==> src/rtl/atomic_unit_if.sv <==
// Signal bundle for the atomic sequencer: the pipeline request and response, the data-memory port
// and the LR/SC reservation tracker.
interface atomic_unit_if #(
    parameter int XLEN = 32
);
    logic            start;
    logic [4:0]      funct5;
    logic            is_dword;
    logic [XLEN-1:0] addr;
    logic [XLEN-1:0] src;
    logic            busy;
    logic            done;
    logic [XLEN-1:0] result;
    logic            misaligned;
    logic            mem_req;
    logic            mem_we;
    logic [XLEN-1:0] mem_addr;
    logic [XLEN-1:0] mem_wdata;
    logic [1:0]      mem_size;
    logic [XLEN-1:0] mem_rdata;
    logic            mem_ready;
    logic            lr_valid;
    logic            sc_valid;
    logic [XLEN-1:0] lr_addr;
    logic [XLEN-1:0] sc_addr;
    logic            sc_success;

    modport master (
        output start, funct5, is_dword, addr, src, mem_rdata, mem_ready, sc_success,
        input  busy, done, result, misaligned, mem_req, mem_we, mem_addr, mem_wdata, mem_size,
               lr_valid, sc_valid, lr_addr, sc_addr
    );

    modport slave (
        input  start, funct5, is_dword, addr, src, mem_rdata, mem_ready, sc_success,
        output busy, done, result, misaligned, mem_req, mem_we, mem_addr, mem_wdata, mem_size,
               lr_valid, sc_valid, lr_addr, sc_addr
    );
endinterface

==> src/rtl/atomic_unit.sv <==
// Sequencer for RV32A/RV64A atomics. It runs LR, SC and the AMO read-modify-write operations as
// multi-cycle transactions on the data-memory port.
module atomic_unit #(
    parameter int XLEN = 32
) (
    input logic          clk,
    input logic          reset,
    atomic_unit_if.slave bus
);
    typedef enum logic [2:0] {
        S_IDLE, S_READ, S_COMPUTE, S_SC_CHECK, S_WRITE, S_DONE
    } state_t;

    typedef enum logic [3:0] {
        OP_ADD, OP_SWAP, OP_LR, OP_SC, OP_XOR, OP_OR, OP_AND,
        OP_MIN, OP_MAX, OP_MINU, OP_MAXU
    } op_t;

    state_t          state, state_nx;
    op_t             op_q, op_dec;
    logic            dword_q, mis_q, dword_in, align_err, lt_s, lt_u;
    logic [XLEN-1:0] addr_q, src_q, result_q, new_q, ld_val, b_op, alu;

    function automatic logic [XLEN-1:0] sext32(input logic [31:0] v);
        return XLEN'($signed(v));
    endfunction

    // A .W store keeps only the low word; the upper bits of the write data are zero.
    function automatic logic [XLEN-1:0] store_fmt(input logic d, input logic [XLEN-1:0] v);
        return d ? v : XLEN'(v[31:0]);
    endfunction

    // NOTE: every signal written in always_comb gets a default first, so no path can infer a latch.
    always_comb begin
        op_dec = OP_ADD;
        case (bus.funct5)
            5'b00001: op_dec = OP_SWAP;
            5'b00010: op_dec = OP_LR;
            5'b00011: op_dec = OP_SC;
            5'b00100: op_dec = OP_XOR;
            5'b01000: op_dec = OP_OR;
            5'b01100: op_dec = OP_AND;
            5'b10000: op_dec = OP_MIN;
            5'b10100: op_dec = OP_MAX;
            5'b11000: op_dec = OP_MINU;
            5'b11100: op_dec = OP_MAXU;
            default:  op_dec = OP_ADD;
        endcase
    end

    assign dword_in  = bus.is_dword && (XLEN == 64);
    assign align_err = dword_in ? (bus.addr[2:0] != 3'b000) : (bus.addr[1:0] != 2'b00);
    assign ld_val    = dword_q ? bus.mem_rdata : sext32(bus.mem_rdata[31:0]);

    // result_q already holds the sign-extended old value. Sign-extending src the same way lets one
    // XLEN-wide compare serve both .W and .D, signed and unsigned.
    assign b_op = dword_q ? src_q : sext32(src_q[31:0]);
    assign lt_s = $signed(result_q) < $signed(b_op);
    assign lt_u = result_q < b_op;

    always_comb begin
        alu = result_q + b_op;
        case (op_q)
            OP_SWAP: alu = b_op;
            OP_XOR:  alu = result_q ^ b_op;
            OP_OR:   alu = result_q | b_op;
            OP_AND:  alu = result_q & b_op;
            OP_MIN:  alu = lt_s ? result_q : b_op;
            OP_MAX:  alu = lt_s ? b_op : result_q;
            OP_MINU: alu = lt_u ? result_q : b_op;
            OP_MAXU: alu = lt_u ? b_op : result_q;
            default: alu = result_q + b_op;
        endcase
    end

    // NOTE: sequential state uses non-blocking assignments, so every register samples pre-edge values.
    always_ff @(posedge clk or posedge reset) begin
        if (reset) state <= S_IDLE;
        else       state <= state_nx;
    end

    always_comb begin
        state_nx       = state;
        bus.busy       = (state != S_IDLE);
        bus.done       = 1'b0;
        bus.misaligned = 1'b0;
        bus.mem_req    = 1'b0;
        bus.mem_we     = 1'b0;
        bus.lr_valid   = 1'b0;
        bus.sc_valid   = 1'b0;
        case (state)
            S_IDLE: begin
                if (bus.start) begin
                    if (align_err)            state_nx = S_DONE;
                    else if (op_dec == OP_SC) state_nx = S_SC_CHECK;
                    else                      state_nx = S_READ;
                end
            end
            S_READ: begin
                bus.mem_req = 1'b1;
                if (bus.mem_ready) begin
                    bus.lr_valid = (op_q == OP_LR);
                    state_nx     = (op_q == OP_LR) ? S_DONE : S_COMPUTE;
                end
            end
            S_COMPUTE: state_nx = S_WRITE;
            S_SC_CHECK: begin
                bus.sc_valid = 1'b1;
                state_nx     = bus.sc_success ? S_WRITE : S_DONE;
            end
            S_WRITE: begin
                bus.mem_req = 1'b1;
                bus.mem_we  = 1'b1;
                if (bus.mem_ready) state_nx = S_DONE;
            end
            S_DONE: begin
                bus.done       = 1'b1;
                bus.misaligned = mis_q;
                state_nx       = S_IDLE;
            end
            default: state_nx = S_IDLE;
        endcase
    end

    // Address, size and data are driven only while a request is open, so they are zero during reset
    // and stay stable for the whole request.
    assign bus.mem_addr  = bus.mem_req ? addr_q : '0;
    assign bus.mem_size  = bus.mem_req ? (dword_q ? 2'd3 : 2'd2) : 2'd0;
    assign bus.mem_wdata = bus.mem_we ? new_q : '0;
    assign bus.lr_addr   = addr_q;
    assign bus.sc_addr   = addr_q;
    assign bus.result    = result_q;

    always_ff @(posedge clk or posedge reset) begin
        if (reset) begin
            op_q     <= OP_ADD;
            dword_q  <= 1'b0;
            mis_q    <= 1'b0;
            addr_q   <= '0;
            src_q    <= '0;
            result_q <= '0;
            new_q    <= '0;
        end else begin
            case (state)
                S_IDLE: if (bus.start) begin
                    op_q    <= op_dec;
                    dword_q <= dword_in;
                    addr_q  <= bus.addr;
                    src_q   <= bus.src;
                    mis_q   <= align_err;
                    if (align_err) result_q <= '0;
                end
                S_READ:    if (bus.mem_ready) result_q <= ld_val;
                S_COMPUTE: new_q <= store_fmt(dword_q, alu);
                S_SC_CHECK: begin
                    result_q <= XLEN'(!bus.sc_success);
                    new_q    <= store_fmt(dword_q, src_q);
                end
                default: ;
            endcase
        end
    end
endmodule

==> src/flat_wrapper.sv <==
// flat-port wrapper written by rule: the top's interface ports become plain ports
module atomic_unit_flat 
#(
    parameter int XLEN = 32
)
  (clk, reset, bus_start, bus_funct5, bus_is_dword, bus_addr, bus_src, bus_mem_rdata, bus_mem_ready, bus_sc_success, bus_busy, bus_done, bus_result, bus_misaligned, bus_mem_req, bus_mem_we, bus_mem_addr, bus_mem_wdata, bus_mem_size, bus_lr_valid, bus_sc_valid, bus_lr_addr, bus_sc_addr);
  atomic_unit_if #(.XLEN(XLEN)) bus_i ();
  input logic clk;
  input logic reset;
  input wire logic [$bits(bus_i.start)-1:0] bus_start;
  input wire logic [$bits(bus_i.funct5)-1:0] bus_funct5;
  input wire logic [$bits(bus_i.is_dword)-1:0] bus_is_dword;
  input wire logic [$bits(bus_i.addr)-1:0] bus_addr;
  input wire logic [$bits(bus_i.src)-1:0] bus_src;
  input wire logic [$bits(bus_i.mem_rdata)-1:0] bus_mem_rdata;
  input wire logic [$bits(bus_i.mem_ready)-1:0] bus_mem_ready;
  input wire logic [$bits(bus_i.sc_success)-1:0] bus_sc_success;
  output wire logic [$bits(bus_i.busy)-1:0] bus_busy;
  output wire logic [$bits(bus_i.done)-1:0] bus_done;
  output wire logic [$bits(bus_i.result)-1:0] bus_result;
  output wire logic [$bits(bus_i.misaligned)-1:0] bus_misaligned;
  output wire logic [$bits(bus_i.mem_req)-1:0] bus_mem_req;
  output wire logic [$bits(bus_i.mem_we)-1:0] bus_mem_we;
  output wire logic [$bits(bus_i.mem_addr)-1:0] bus_mem_addr;
  output wire logic [$bits(bus_i.mem_wdata)-1:0] bus_mem_wdata;
  output wire logic [$bits(bus_i.mem_size)-1:0] bus_mem_size;
  output wire logic [$bits(bus_i.lr_valid)-1:0] bus_lr_valid;
  output wire logic [$bits(bus_i.sc_valid)-1:0] bus_sc_valid;
  output wire logic [$bits(bus_i.lr_addr)-1:0] bus_lr_addr;
  output wire logic [$bits(bus_i.sc_addr)-1:0] bus_sc_addr;
  assign bus_i.start = bus_start;
  assign bus_i.funct5 = bus_funct5;
  assign bus_i.is_dword = bus_is_dword;
  assign bus_i.addr = bus_addr;
  assign bus_i.src = bus_src;
  assign bus_i.mem_rdata = bus_mem_rdata;
  assign bus_i.mem_ready = bus_mem_ready;
  assign bus_i.sc_success = bus_sc_success;
  assign bus_busy = bus_i.busy;
  assign bus_done = bus_i.done;
  assign bus_result = bus_i.result;
  assign bus_misaligned = bus_i.misaligned;
  assign bus_mem_req = bus_i.mem_req;
  assign bus_mem_we = bus_i.mem_we;
  assign bus_mem_addr = bus_i.mem_addr;
  assign bus_mem_wdata = bus_i.mem_wdata;
  assign bus_mem_size = bus_i.mem_size;
  assign bus_lr_valid = bus_i.lr_valid;
  assign bus_sc_valid = bus_i.sc_valid;
  assign bus_lr_addr = bus_i.lr_addr;
  assign bus_sc_addr = bus_i.sc_addr;
  atomic_unit #(.XLEN(XLEN)) u_core (.clk(clk), .reset(reset), .bus(bus_i));
endmodule
==> config.mk <==
export PLATFORM = sky130hd
export DESIGN_NAME = atomic_unit_flat
export DESIGN_NICKNAME = d
export VERILOG_FILES = /design/src/rtl/atomic_unit_if.sv /design/src/rtl/atomic_unit.sv /design/src/flat_wrapper.sv
export SDC_FILE = /design/constraint.sdc
export NUM_CORES = 1
export LEC_CHECK = 0
export BUFFER_PORTS_ARGS = -buffer_cell sky130_fd_sc_hd__buf_4
export CAP_MARGIN = 10
export CORE_ASPECT_RATIO = 1.25
export CORE_MARGIN = 2
export CORE_UTILIZATION = 45
export CTS_BUF_LIST = sky130_fd_sc_hd__clkbuf_4
export CTS_CLUSTER_DIAMETER = 100
export CTS_CLUSTER_SIZE = 10
export DETAILED_ROUTE_END_ITERATION = 6
export PLACE_DENSITY_LB_ADDON = 0.05
export SLEW_MARGIN = 20
export SYNTH_ARGS = -nofsm -noshare
export SYNTH_HDL_FRONTEND = slang
export SYNTH_SLANG_ARGS = --single-unit
==> constraint.sdc <==
create_clock -name clk -period 6.1 [get_ports clk]
set_input_delay 0.305 -clock clk [delete_from_list [all_inputs] [get_ports clk]]
set_output_delay 0.305 -clock clk [all_outputs]
set_load 0.05 [all_outputs]
==> run summary, run 1 <==
The flow ran to the end, and the final reports show no timing, DRC or antenna violations. The synthesis-to-finish area growth came out at 31.8%. In this run the cell area of the synthesized design comes to 0.0105 sq mm. The average wire per standard cell is 19.5 um. The worst-path maximum fanout is 24, and the height of the die is 175 um. The commonest cells after synthesis are 167 x sky130_fd_sc_hd__nand2_1, 136 x sky130_fd_sc_hd__dfrtp_1, 100 x sky130_fd_sc_hd__o21ai_0. After detailed placement, the design holds a cell count of 1726. Detailed routing placed a total of 17400 um of wire on met2. Of all flip-flops after synthesis, the portion carrying an async set or reset was 100%.

TritonCTS built the clock tree. Counting along the longest clock path gives a buffer depth of 2. The synthesized design contains 0 enable-type register cells. Once detailed placement completed, the half-perimeter wirelength came to 24400 um.

In this run, the number of DRC markers left after iteration 0 of detailed routing was 626. The main flop type after synthesis is sky130_fd_sc_hd__dfrtp_1. Ranked by total cell area, the synthesized netlist is headed by sky130_fd_sc_hd__dfrtp_1 32%, sky130_fd_sc_hd__ha_1 11%, sky130_fd_sc_hd__nand2_1 6.0%. At the end of routability-driven placement, the weighted congestion stood at 0.905. Most frequently used cell type in the post-synthesis netlist: sky130_fd_sc_hd__nand2_1. In the final layout, the share of cells above drive strength 1 is 23.1%. Before antenna repair, the detailed router went through 6 iterations. The buffer cell driving the clock tree root is sky130_fd_sc_hd__clkbuf_4. The worst slew margin relative to its limit is 29.5%, and the core footprint is 0.0230 sq mm.

The tools report the post-CTS setup repair buffer count as 0. Detailed routing inserted a total of 10500 vias. Once detail routing completed, the nets flagged for antenna violations numbered 0. The logs give 62 for the floorplan row count and 10300 for the via count of the first global-routing pass. The pin count of the biggest net entering global routing is 85. The critical path contains buffers and inverters numbering 2 combined. Measured on the finished design, the core utilization comes to 60.2%.

The final setup skew is 0.0191 ns. The first global-routing pass estimated 56700 um of wire. STA classifies the critical path startpoint as a flop. In this run the biggest area consumer among cell types represents 32.4% of the synthesized area. The cell area after layout is 0.0138 sq mm, and the clock transition time at the flip-flop clock pins of the worst setup and hold paths is 0.12 ns. In this design, the largest share of critical-path delay is due to compound AO/OA/AOI/OAI gates. The worst hold path belongs to the class input pin to flop. Max-cap violations in this run came to 0. The tools report the total length of routed met3 wires as 2430 um. The largest single stage delay on the critical path is 0.90 ns.

For the TritonCTS sink count, the log shows 136. The worst setup path is of the flop to flop kind. In the final routing, the length of wire on met1 measures 15400 um. The placed instances occupy a cell area of 0.0125 sq mm.

The initial utilization of the core area, before any placement, comes to 45.7%. The final number of hold-violating endpoints is 0. The die covers 0.0246 sq mm.

The Yosys step of the flow raised 0 warnings. Setup repair after global routing left no endpoint under its margin. Excluding fillers, the count of instances in the completed layout stands at 1864. The number of distinct library cells after synthesis is 73.

Residual overflow from global routing: 0. The final total negative setup slack is 0 ns. For the pin with the worst max-slew slack, the measured transition is 1.03 ns.

The run gives 0.60 ns as the worst-skew pair later-pin latency. Synthesis produced 1263 cells. CTS built an H-tree with a depth of 4. Overall routing resource usage: 29.4%. For this design, the slowest cell found on the critical path is sky130_fd_sc_hd__mux2i_4.

The biggest area consumer among synthesized cells is sky130_fd_sc_hd__dfrtp_1. At the worst endpoint, the required time is 6.59 ns. The tools report the final setup violation count as 0. STA classifies the critical path endpoint as a flop. Static timing analysis puts the maximum clock frequency at 237 MHz. The minimum clock period was 4.22 ns; the wire length reported by the detailed router was 36400 um.

Walking the worst path, the cells encountered are inv_1 -> ha_1 -> nand2b_1 -> a221oi_1 -> o31ai_1 -> nand3b_1 -> a221o_1 -> nor2_4 -> mux2i_4 -> buf_4 -> a221o_1 -> a221oi_1 -> a311oi_1. The max-slew violation count came out at 0. For the worst setup path, the data arrival time is 4.71 ns.

After detailed routing, the number of remaining DRC violations is 0. From left edge to right edge, the die measures 141 um. Count of input and output buffers: 273. Dividing the detail-routed via count by the number of cells gives 5.66. The number of clock buffers added by TritonCTS is 17. The synthesized design contains 136 register bits. Synthesis produced a netlist with a net count of 1467. Sequential cells were found to cover 32.4% of the synthesized design area. The average instance in the mapped netlist occupies 8.31 sq um. The initial antenna violation count came out at 2. The highest metal layer with signal wires is met4. Dividing the final minimum period by the clock period gives 69.2%. For this run, the post-layout net count is 1765.

For the I/O pin total, the log shows 276.
==> worst paths after layout <==
check | startpoint | endpoint | slack, ns | cells past startpoint
max | u_core.bus.result[21] | u_core.new_q[23] | 1.88 | 13
min | bus_start | u_core.state[0] | 0.05 | 3
max reg2reg | u_core.bus.result[21] | u_core.new_q[23] | 1.88 | 13
min reg2reg | u_core.mis_q | u_core.mis_q | 0.49 | 2
max in group asynchronous | reset | u_core.new_q[26] | 4.50 | 4
min in group asynchronous | reset | u_core.bus.lr_addr[27] | 0.39 | 3
==> through the flow <==
| step | hold slack (ns) | setup WS, ns |
|---|---|---|
| 5_1_grt | 0.0331 | 1.57 |
| 4_1_cts | 0.0194 | 1.87 |
| 2_1_floorplan | 0.403 | 2.16 |
| 6_report | 0.0467 | 1.88 |
| 3_3_place_gp | 0.457 | 1.97 |
| 3_5_place_dp | 0.475 | 1.91 |
==> routing by layer <==
metal / GRT usage (%) / vias to the layer above
met5: 0 / -
met4: 11.2 / 0
met3: 5.89 / 65
met2: 49.6 / 397
met1: 37.3 / 5098
li1: - / 4987
==> flip-flops by register name (all words and copies together) (netlist names) <==
name	flops
u_core.state	3
u_core.new_q	32
u_core.mis_q	1
u_core.op_q	4
u_core.b_op	32
u_core.bus.lr_addr	32
u_core.bus.result	32
==> area by class of cell <==
| cell class | count | area, sq um |
|---|---|---|
| fill | 2117 | 9130 |
| multi-input combinational | 922 | 6180 |
| sequential | 136 | 3400 |
| timing repair buffer | 400 | 3260 |
| tap | 288 | 360 |
| inverter | 84 | 320 |
| clock buffer | 23 | 173 |
| clock inverter | 9 | 125 |
| antenna | 2 | 5.00 |
==> cell usage in the layout, fill, tap and decap left out, types with 22 or more instances in the layout <==
| cell | Yosys | final |
|---|---|---|
| sky130_fd_sc_hd__a21o_1 | 22 | 22 |
| sky130_fd_sc_hd__a21oi_1 | 61 | 60 |
| sky130_fd_sc_hd__a221o_1 | 22 | 22 |
| sky130_fd_sc_hd__a221oi_1 | 23 | 23 |
| sky130_fd_sc_hd__and3_1 | 38 | 38 |
| sky130_fd_sc_hd__buf_4 | 35 | 296 |
| sky130_fd_sc_hd__clkbuf_4 | 0 | 23 |
| sky130_fd_sc_hd__dfrtp_1 | 136 | 136 |
| sky130_fd_sc_hd__dlygate4sd3_1 | 0 | 104 |
| sky130_fd_sc_hd__ha_1 | 96 | 96 |
| sky130_fd_sc_hd__inv_1 | 83 | 82 |
| sky130_fd_sc_hd__nand2_1 | 167 | 167 |
| sky130_fd_sc_hd__nand3_1 | 38 | 38 |
| sky130_fd_sc_hd__nor2_1 | 73 | 70 |
| sky130_fd_sc_hd__nor2b_1 | 39 | 38 |
| sky130_fd_sc_hd__o21ai_0 | 100 | 100 |
==> timing repair <==
item                                   CTS  global route
hold buffers                           104             0
gates resized for setup                  0             0
endpoints found under the hold margin  183             0
==> cells by family after synthesis <==
kind of cell,share of synthesized area [%]
other,0.0357
buffers and inverters,8.97
and+or+nand+nor,18.7
adders and majority gates,11.6
muxes,2.23
xor gates and xnor gates,2.34
DFF,32.4
AOI/OAI and AO/OA,23.7
==> worst reg2reg max path, delay by kind of cell, from the launching register on <==
family                   cells  cell delay, ns
AO/OA/AOI/OAI                6            1.35
adder cells (fa/ha/maj)      1            0.44
buffers and inverters        2            0.46
flip-flops                   1            0.44
multiplexers                 1            0.90
AND/OR/NAND/NOR              3            0.52
Power of run 1 is left out: the tool's default activity adds up to more than one toggle a clock period on the data nets, which glitch-free logic cannot reach.
==> run 2, diff against run 1 <==
==> constraint.sdc (replaced) <==
create_clock -name clk -period 3.9 [get_ports clk]
set_input_delay 0.195 -clock clk [delete_from_list [all_inputs] [get_ports clk]]
set_output_delay 0.195 -clock clk [all_outputs]
set_load 0.05 [all_outputs]
==> run 2 against run 1 <==
Sequential share of layout area is 0.52 points lower. Non-clock buffer count is 31 higher. Clock-buffer cell count is 1 lower. Sequential cell count stayed put. Largest cell class unchanged. Core utilization is 1.3 points higher.
==> run summary, run 2 (synthesis gave the netlist of run 1 again) <==
The minimum clock period is 3.58 ns (was 4.22 ns), and the wire length reported by the detailed router is 36700 um (was 36400 um). The number of non-filler instances in the completed layout was 1895 (was 1864). The run finished with clean final reports. The endpoint required time on the critical path was 4.34 ns (was 6.59 ns). The residual overflow from global routing is 0 (unchanged).

The synthesis-to-finish area growth came out at 34.7% (was 31.8%). The tools report the startpoint type of the worst setup path as a flop (unchanged). The worst slew margin relative to its limit is 35.7% (was 29.5%).

The largest buffer count on any clock path was 2 (unchanged). The final setup violation count was 0 (unchanged); the worst-path maximum fanout was 12 (was 24). Classification of the worst setup path: flop to flop (unchanged).

The average vias per placed instance is 5.62 (was 5.66), and the path depth of the worst reg2reg path is 12 (was 13). The count of input and output buffers came out at 273 (unchanged). For the number of buffers created by CTS, the log shows 17 (unchanged). The placed instance count was 1749 (was 1726).

The launch point of the worst hold path was bus_start (unchanged). The routability congestion estimate from global placement came out at 0.937 (was 0.905). The type of element capturing the critical path is a flop (unchanged). The run gives 0 ns (unchanged) as the final total negative setup slack. The logs give 0 (unchanged) for the residual antenna-violating net count after detailed routing and 4 (unchanged) for the depth of the CTS H-tree. The transition time at the pin with the least slew margin works out to 0.962 ns (was 1.03 ns).

The initial antenna violation count was 2 (unchanged). The I/O pin total came out at 276 (unchanged). The die width works out to 141 um (unchanged). The master of the slowest instance on the critical path is sky130_fd_sc_hd__or4_1 (was sky130_fd_sc_hd__mux2i_4). Die area: 0.0246 sq mm (unchanged).

Chain of cells forming the critical path: inv_1 -> ha_1 -> or4_1 -> nor3_2 -> nand3_1 -> nor3_2 -> nor2_4 -> mux2i_4 -> buf_4 -> a221o_1 -> a221oi_1 -> a311oi_1 (was inv_1 -> ha_1 -> nand2b_1 -> a221oi_1 -> o31ai_1 -> nand3b_1 -> a221o_1 -> nor2_4 -> mux2i_4 -> buf_4 -> a221o_1 -> a221oi_1 -> a311oi_1). The most numerous cell type found on the critical path is sky130_fd_sc_hd__nor3_2. For the number of remaining DRC errors, the log shows 0 (unchanged). Total vias in the final route: 10700 (was 10500). The tools report the buffer cell driving the clock tree root as sky130_fd_sc_hd__clkbuf_4 (unchanged). The hold path endpoint was u_core.state[1] (was u_core.state[0]). The initial core utilization came out at 45.7% (unchanged). The pin count of the biggest net entering global routing was 83 (was 85); the share of final-layout standard cells stronger than drive strength 1 was 24.2% (was 23.1%). The run gives 0 (unchanged) as the final number of hold-violating endpoints. The logs give 279 MHz (was 237 MHz) for the maximum operating frequency and 0.0201 ns (was 0.0191 ns) for the final setup skew. The max-slew violation count was 0 (unchanged). Setup repair after global routing left no endpoint under its margin. Leading cell types in the layout, fill and taps excluded: 316 x sky130_fd_sc_hd__buf_4, 167 x sky130_fd_sc_hd__nand2_1, 136 x sky130_fd_sc_hd__dfrtp_1 (was 296 x sky130_fd_sc_hd__buf_4, 167 x sky130_fd_sc_hd__nand2_1, 136 x sky130_fd_sc_hd__dfrtp_1).

The class of the tightest hold or removal check was input pin to flop (unchanged). The height of the die was 175 um (unchanged); the final worst-path cycle share was 91.9% (was 69.2%). The average wire per standard cell is 19.4 um (was 19.5 um), and the number of maximum-capacitance violations is 0 (unchanged). The floorplan row count is 62 (unchanged), and the core footprint is 0.0230 sq mm (unchanged). Endpoint of the worst-slack reg-to-reg timing path: u_core.new_q[23] (unchanged).

The violation count after the first detailed-route iteration is 708 (was 626), and the worst-skew pair later-pin latency is 0.60 ns (about the same). For the reg2reg setup slack, the log shows 0.32 ns (was 1.88 ns). The tools report the TritonCTS sink count as 136 (unchanged). The run gives 25300 um (was 24400 um) as the post-detailed-placement half-perimeter wirelength. The final net count is 1796 (was 1765). Number of buffers and inverters on the critical path: 2 (unchanged). Startpoint of the worst register-to-register path: u_core.bus.result[23] (was u_core.bus.result[21]). The overall routing resource usage is 29.5% (was 29.4%), and the via count of the first global-routing pass is 10100 (was 10300).

Kind of cell adding the most delay to the critical path: simple AND/OR/NAND/NOR gates (was compound AO/OA/AOI/OAI gates). Arrival time reported for the critical path endpoint: 4.02 ns (was 4.71 ns). The clock transition time at the flip-flop clock pins of the worst setup and hold paths works out to 0.12 ns (about the same). The run gives 5 (was 6) as the number of detailed-routing iterations run before antenna repair. The most common cell after layout, fill and taps aside is sky130_fd_sc_hd__buf_4 (unchanged).

TritonCTS built the clock tree. The depth of the worst hold-timing path works out to 4 (was 3). Global-route wire length before repair: 56800 um (was 56700 um). The largest stage delay on the critical path was 0.58 ns (was 0.90 ns).
run 2: cell types whose count changed in the layout (fill, tap and decap cells not counted):
cell | before | now
sky130_fd_sc_hd__buf_4 | 296 | 316
sky130_fd_sc_hd__dlygate4sd3_1 | 104 | 110
sky130_fd_sc_hd__buf_12 | 0 | 5
sky130_fd_sc_hd__clkinv_2 | 3 | 5
sky130_fd_sc_hd__clkbuf_4 | 23 | 22
sky130_fd_sc_hd__clkinvlp_4 | 1 | 0
sky130_fd_sc_hd__mux2i_1 | 19 | 20
sky130_fd_sc_hd__mux2i_2 | 1 | 0
run 2: what timing repair did:
action,CTS,global route
hold buffers,110,0
endpoints found under the hold margin,183,0
setup endpoints to repair,0,1
resized for setup,0,0
buffers inserted,0,2
run 2: worst max-delay path by stage:
stage	to	cells after the start	from	slack [ns]
6_report	u_core.new_q[23]	12	u_core.bus.result[23]	0.32
5_1_grt	u_core.new_q[23]	12	u_core.bus.result[22]	0.03
4_1_cts	u_core.new_q[23]	13	u_core.bus.result[21]	0.25
3_5_place_dp	u_core.new_q[23]	13	u_core.bus.result[21]	0.29
3_3_place_gp	u_core.new_q[23]	13	u_core.bus.result[21]	0.38
2_1_floorplan	u_core.b_op[0]	1	reset	0.07
run 2: final cells by class:
class                           count  area [sq um]
Fill cell                        2070          8830
Multi-Input combinational cell    922          6180
Timing Repair Buffer              431          3570
Sequential cell                   136          3400
Tap cell                          288           360
Inverter                           84           320
Clock buffer                       22           165
Clock inverter                     10           128
Antenna cell                        2          5.00
run 2: through the flow:
| stage | instance area (sq um) | setup slack (ns) | hold WS (ns) | utilization (%) |
|---|---|---|---|---|
| 4_1_cts | 14100 | 0.254 | 0.0330 | 61.5 |
| 3_5_place_dp | 12700 | 0.294 | 0.391 | 55.4 |
| 2_1_floorplan | 10500 | 0.0655 | 0.293 | - |
| 6_report | 14100 | 0.317 | 0.0716 | 61.6 |
| 5_1_grt | 14100 | 0.0327 | 0.0593 | 61.5 |
| 3_3_place_gp | 12700 | 0.377 | 0.386 | 55.4 |
run 2: worst register-to-register path, cell delays in order (launching register included):
cell	delay, ns
sky130_fd_sc_hd__dfrtp_1	0.45
sky130_fd_sc_hd__inv_1	0.09
sky130_fd_sc_hd__ha_1	0.40
sky130_fd_sc_hd__or4_1	0.58
sky130_fd_sc_hd__nor3_2	0.19
sky130_fd_sc_hd__nand3_1	0.14
sky130_fd_sc_hd__nor3_2	0.31
sky130_fd_sc_hd__nor2_4	0.12
sky130_fd_sc_hd__mux2i_4	0.24
sky130_fd_sc_hd__buf_4	0.24
sky130_fd_sc_hd__a221o_1	0.37
sky130_fd_sc_hd__a221oi_1	0.23
sky130_fd_sc_hd__a311oi_1	0.09
run 2: per-layer routing:
layer	routed length [um]	vias to the layer above	GRT usage (%)
li1	-	5050	-
met4	937	0	10.1
met1	15500	5106	38.1
met3	2440	58	5.23
met2	17900	437	50.0
met5	0	-	0
Power of run 2 is left out for the same reason.
==> run 3, diff against run 2 <==
--- a/config.mk
+++ b/config.mk
@@ -5,6 +5,7 @@
 export SDC_FILE = /design/constraint.sdc
 export NUM_CORES = 1
 export LEC_CHECK = 0
+export ABC_AREA = 1
 export BUFFER_PORTS_ARGS = -buffer_cell sky130_fd_sc_hd__buf_4
 export CAP_MARGIN = 10
 export CORE_ASPECT_RATIO = 1.25
==> constraint.sdc (replaced) <==
create_clock -name clk -period 4.5 [get_ports clk]
set_input_delay 0.225 -clock clk [delete_from_list [all_inputs] [get_ports clk]]
set_output_delay 0.225 -clock clk [all_outputs]
set_load 0.05 [all_outputs]
==> run 3 against run 2 <==
Wire length is 28% higher. Setup slack better by 0.72 ns. Highest routed layer unchanged. Register-to-register slack better by 0.72 ns. Sequential share of layout area is 2.6 points lower. Critical endpoint is now u_core.new_q[24]. Clock skew is 0.0022 ns lower. Critical path depth is 8 higher. Core utilization is 2.6 points lower.
==> run summary, run 3 <==
The height of the die was 189 um (was 175 um); the arrival time reported for the critical path endpoint was 4.03 ns (was 4.02 ns). The logs give 46800 um (was 36700 um) for the wire length reported by the detailed router and 45.7% (about the same) for the initial core utilization. The main combinational cell family by area after synthesis was simple AND/OR/NAND/NOR gates (was compound AO/OA/AOI/OAI gates). For the final total negative setup slack, the log shows 0 ns (unchanged). For the routed length on met1, the log shows 19600 um (was 15500 um).

The logs give 0 (unchanged) for the yosys synthesis warning count and 0.62 ns (was 0.60 ns) for the worst-skew pair later-pin latency. The buffer cell driving the clock tree root is sky130_fd_sc_hd__clkbuf_4 (unchanged). The final setup skew is 0.0180 ns (was 0.0201 ns), and the max-slew violation count is 0 (unchanged). The area share of the leading cell type in the synthesized netlist was 27.8% (was 32.4%). The initial antenna violation count is 1 (was 2), and the layout filler cell count is 2637 (was 2070).

The clock transition time at the flip-flop clock pins of the worst setup and hold paths came out at 0.15 ns (was 0.12 ns). Biggest area consumer among synthesized cells: sky130_fd_sc_hd__dfrtp_1 (unchanged). Class of the tightest hold or removal check: input pin to flop (unchanged).

The tools report the hold-fix buffer count after cts as 107 (was 110). Setup repair after global routing left no endpoint under its margin. The post-cts gate resize count was 0 (unchanged). The I/O pin total was 276 (unchanged).

The run finished with clean final reports. The launch point of the worst hold path is bus_addr[25] (was bus_start). Startpoint type of the worst setup path: a flop (unchanged). Synth top area cells: sky130_fd_sc_hd__dfrtp_1 28%, sky130_fd_sc_hd__nand2_1 14%, sky130_fd_sc_hd__ha_1 9.8% (was sky130_fd_sc_hd__dfrtp_1 32%, sky130_fd_sc_hd__ha_1 11%, sky130_fd_sc_hd__nand2_1 6.0%). The run gives 952 (was 708) as the violation count after the first detailed-route iteration. The final setup violation count is 0 (unchanged). The main flop type after synthesis was sky130_fd_sc_hd__dfrtp_1 (unchanged). The first element of the critical path is u_core.bus.result[7] (was u_core.bus.result[23]). The number of detailed-routing iterations run before antenna repair is 5 (unchanged). Residual antenna-violating net count after detailed routing: 0 (unchanged). For the largest buffer count on any clock path, the log shows 2 (unchanged).

Share of final-layout standard cells stronger than drive strength 1: 16.1% (was 24.2%). Setup slack at placement: 1.09 ns (was 0.294 ns). The logs give 42 (was 73) for the number of distinct library cells after synthesis and 27.8% (was 32.4%) for the fraction of the yosys area taken by sequential cells. The post-synthesis area per instance works out to 6.33 sq um (was 8.31 sq um). The die width works out to 152 um (was 141 um). The summed instance area of the synthesized netlist is 0.0123 sq mm (was 0.0105 sq mm), and the count of input and output buffers is 273 (unchanged). The number of buffers created by CTS is 17 (unchanged), and the worst-path maximum fanout is 19 (was 12). Leading cell types in the layout, fill and taps excluded: 457 x sky130_fd_sc_hd__nand2_1, 308 x sky130_fd_sc_hd__buf_4, 247 x sky130_fd_sc_hd__inv_1 (was 316 x sky130_fd_sc_hd__buf_4, 167 x sky130_fd_sc_hd__nand2_1, 136 x sky130_fd_sc_hd__dfrtp_1). The proportion of synthesized area in mux cells is 0% (was 2.23%), and the total vias in the final route is 14100 (was 10700). The post-CTS setup repair buffer count came out at 0 (unchanged). The number of maximum-capacitance violations is 0 (unchanged), and the simple-gate share of the synthesized area is 33.2% (was 18.7%). TritonCTS built the clock tree. The synthesis-to-finish area growth works out to 29.0% (was 34.7%).

For the via count of the first global-routing pass, the log shows 13600 (was 10100). The logs give 5.07 ns (was 4.34 ns) for the endpoint required time on the critical path and 32.8% (was 29.5%) for the overall routing resource usage. The core footprint is 0.0268 sq mm (was 0.0230 sq mm), and the residual overflow from global routing is 0 (unchanged). Most common library cells after synthesis: 457 x sky130_fd_sc_hd__nand2_1, 248 x sky130_fd_sc_hd__inv_1, 247 x sky130_fd_sc_hd__nor2_1 (was 167 x sky130_fd_sc_hd__nand2_1, 136 x sky130_fd_sc_hd__dfrtp_1, 100 x sky130_fd_sc_hd__o21ai_0). The synthesized-area fraction occupied by ao, oa, aoi and oai cells came out at 16.3% (was 23.7%). The adder-cell share of the synthesized area is 9.96% (was 11.6%). The final worst-path cycle share came out at 76.9% (was 91.9%).

For the total length of routed met3 wires, the log shows 3050 um (was 2440 um). The pin count of the biggest net entering global routing came out at 107 (was 83). The fraction of registers with async set or reset after synthesis was 100% (unchanged). The most frequently used cell type in the post-synthesis netlist is sky130_fd_sc_hd__nand2_1 (unchanged). The average wire per standard cell was 17.9 um (was 19.4 um); the die area was 0.0286 sq mm (was 0.0246 sq mm). The average vias per placed instance is 5.40 (was 5.62), and the maximum operating frequency is 289 MHz (was 279 MHz). The met2 routed wirelength came out at 22800 um (was 17900 um). The highest metal layer with signal wires is met4 (unchanged). The most common cell after layout, fill and taps aside is sky130_fd_sc_hd__nand2_1 (was sky130_fd_sc_hd__buf_4).

The classification of the worst setup path was flop to flop (unchanged). The final number of hold-violating endpoints was 0 (unchanged). Startpoint of the worst register-to-register path: u_core.bus.result[7] (was u_core.bus.result[23]). The TritonCTS sink count was 136 (unchanged).

For the final net count, the log shows 2456 (was 1796). The transition time at the pin with the least slew margin was 0.937 ns (was 0.962 ns); the synthesized instance count was 1938 (was 1263). The run gives 73500 um (was 56800 um) as the global-route wire length before repair.

For the final worst slack, the log shows 1.04 ns (was 0.317 ns). The routability congestion estimate from global placement is 0.958 (was 0.937), and the minimum clock period is 3.46 ns (was 3.58 ns). The xor-xnor portion of the synthesized cell area is 0.143% (was 2.34%), and the worst slew margin relative to its limit is 37.5% (was 35.7%). Register bit count reported by yosys: 136 (unchanged).

For the number of remaining DRC errors, the log shows 0 (unchanged). Net count after synthesis: 2142 (was 1467). The run gives 67 (was 62) as the floorplan row count. The post-detailed-placement half-perimeter wirelength was 32700 um (was 25300 um); the depth of the CTS H-tree was 4 (unchanged). The number of synthesized flops with an enable pin works out to 0 (unchanged).

The type of element capturing the critical path was a flop (unchanged).
## run 3: path summary, 6_finish.rpt
path | to | slack (ns) | depth (start not counted)
worst min-delay path | u_core.bus.lr_addr[25] | 0.34 | 4
worst max register to register | u_core.new_q[24] | 1.04 | 20
worst min register to register | u_core.new_q[20] | 0.49 | 2
min in group asynchronous | u_core.bus.lr_addr[5] | 0.36 | 3
worst max-delay path | u_core.new_q[24] | 1.04 | 20
max in group asynchronous | u_core.bus.result[22] | 3.05 | 4
## run 3: per-stage QoR
| stage | cells | util (%) | cell area, sq um | hold slack, ns |
|---|---|---|---|---|
| 2_1_floorplan | 1938 | - | 12300 | 0.334 |
| 3_3_place_gp | 2471 | 54.0 | 14500 | 0.432 |
| 3_5_place_dp | 2471 | 54.0 | 14500 | 0.438 |
| 4_1_cts | 2610 | 58.9 | 15800 | 0.285 |
| 5_1_grt | 2611 | 58.9 | 15800 | 0.332 |
| 6_report | 2613 | 59.0 | 15800 | 0.338 |
## run 3: cell families after synthesis
group                      Yosys count
xor gates and xnor gates             2
other                                1
AOI/OAI and AO/OA                  354
and+or+nand+nor                    974
adders and majority gates           97
DFF                                136
buffers and inverters              374
## run 3: final cells by class
type	instances	area, sq um	area share, %
Multi-Input combinational cell	1428	7350	46.5
Tap cell	345	432	2.73
Inverter	253	955	6.04
Sequential cell	136	3400	21.5
Clock inverter	15	134	0.847
Antenna cell	3	7.51	0.0475
Clock buffer	17	128	0.807
Timing Repair Buffer	416	3400	21.5
## run 3: per-layer routing
layer | vias to the layer above | GRT usage [%]
li1 | 6906 | -
met1 | 6611 | 42.0
met2 | 505 | 56.2
met3 | 98 | 4.99
met4 | 0 | 11.0
met5 | - | 0
## run 3: critical path, cell delays in order, from the launching register on
cell and delay [ns]:
sky130_fd_sc_hd__dfrtp_1 0.47, sky130_fd_sc_hd__inv_1 0.13, sky130_fd_sc_hd__ha_1 0.46, sky130_fd_sc_hd__inv_1 0.13, sky130_fd_sc_hd__a21o_1 0.17, sky130_fd_sc_hd__nor2_1 0.10
sky130_fd_sc_hd__nand2_1 0.10, sky130_fd_sc_hd__nand2_1 0.07, sky130_fd_sc_hd__nand2_1 0.12, sky130_fd_sc_hd__nand2_2 0.13, sky130_fd_sc_hd__nand2_2 0.09, sky130_fd_sc_hd__nand2_1 0.17
sky130_fd_sc_hd__nand2_2 0.13, sky130_fd_sc_hd__buf_4 0.24, sky130_fd_sc_hd__nor2_2 0.45, sky130_fd_sc_hd__nand2_1 0.10, sky130_fd_sc_hd__nand2_1 0.09, sky130_fd_sc_hd__nor2_1 0.04
sky130_fd_sc_hd__nand4_1 0.07, sky130_fd_sc_hd__nand2_1 0.08, sky130_fd_sc_hd__nand2_1 0.06
Power of run 3 is left out for the same reason.
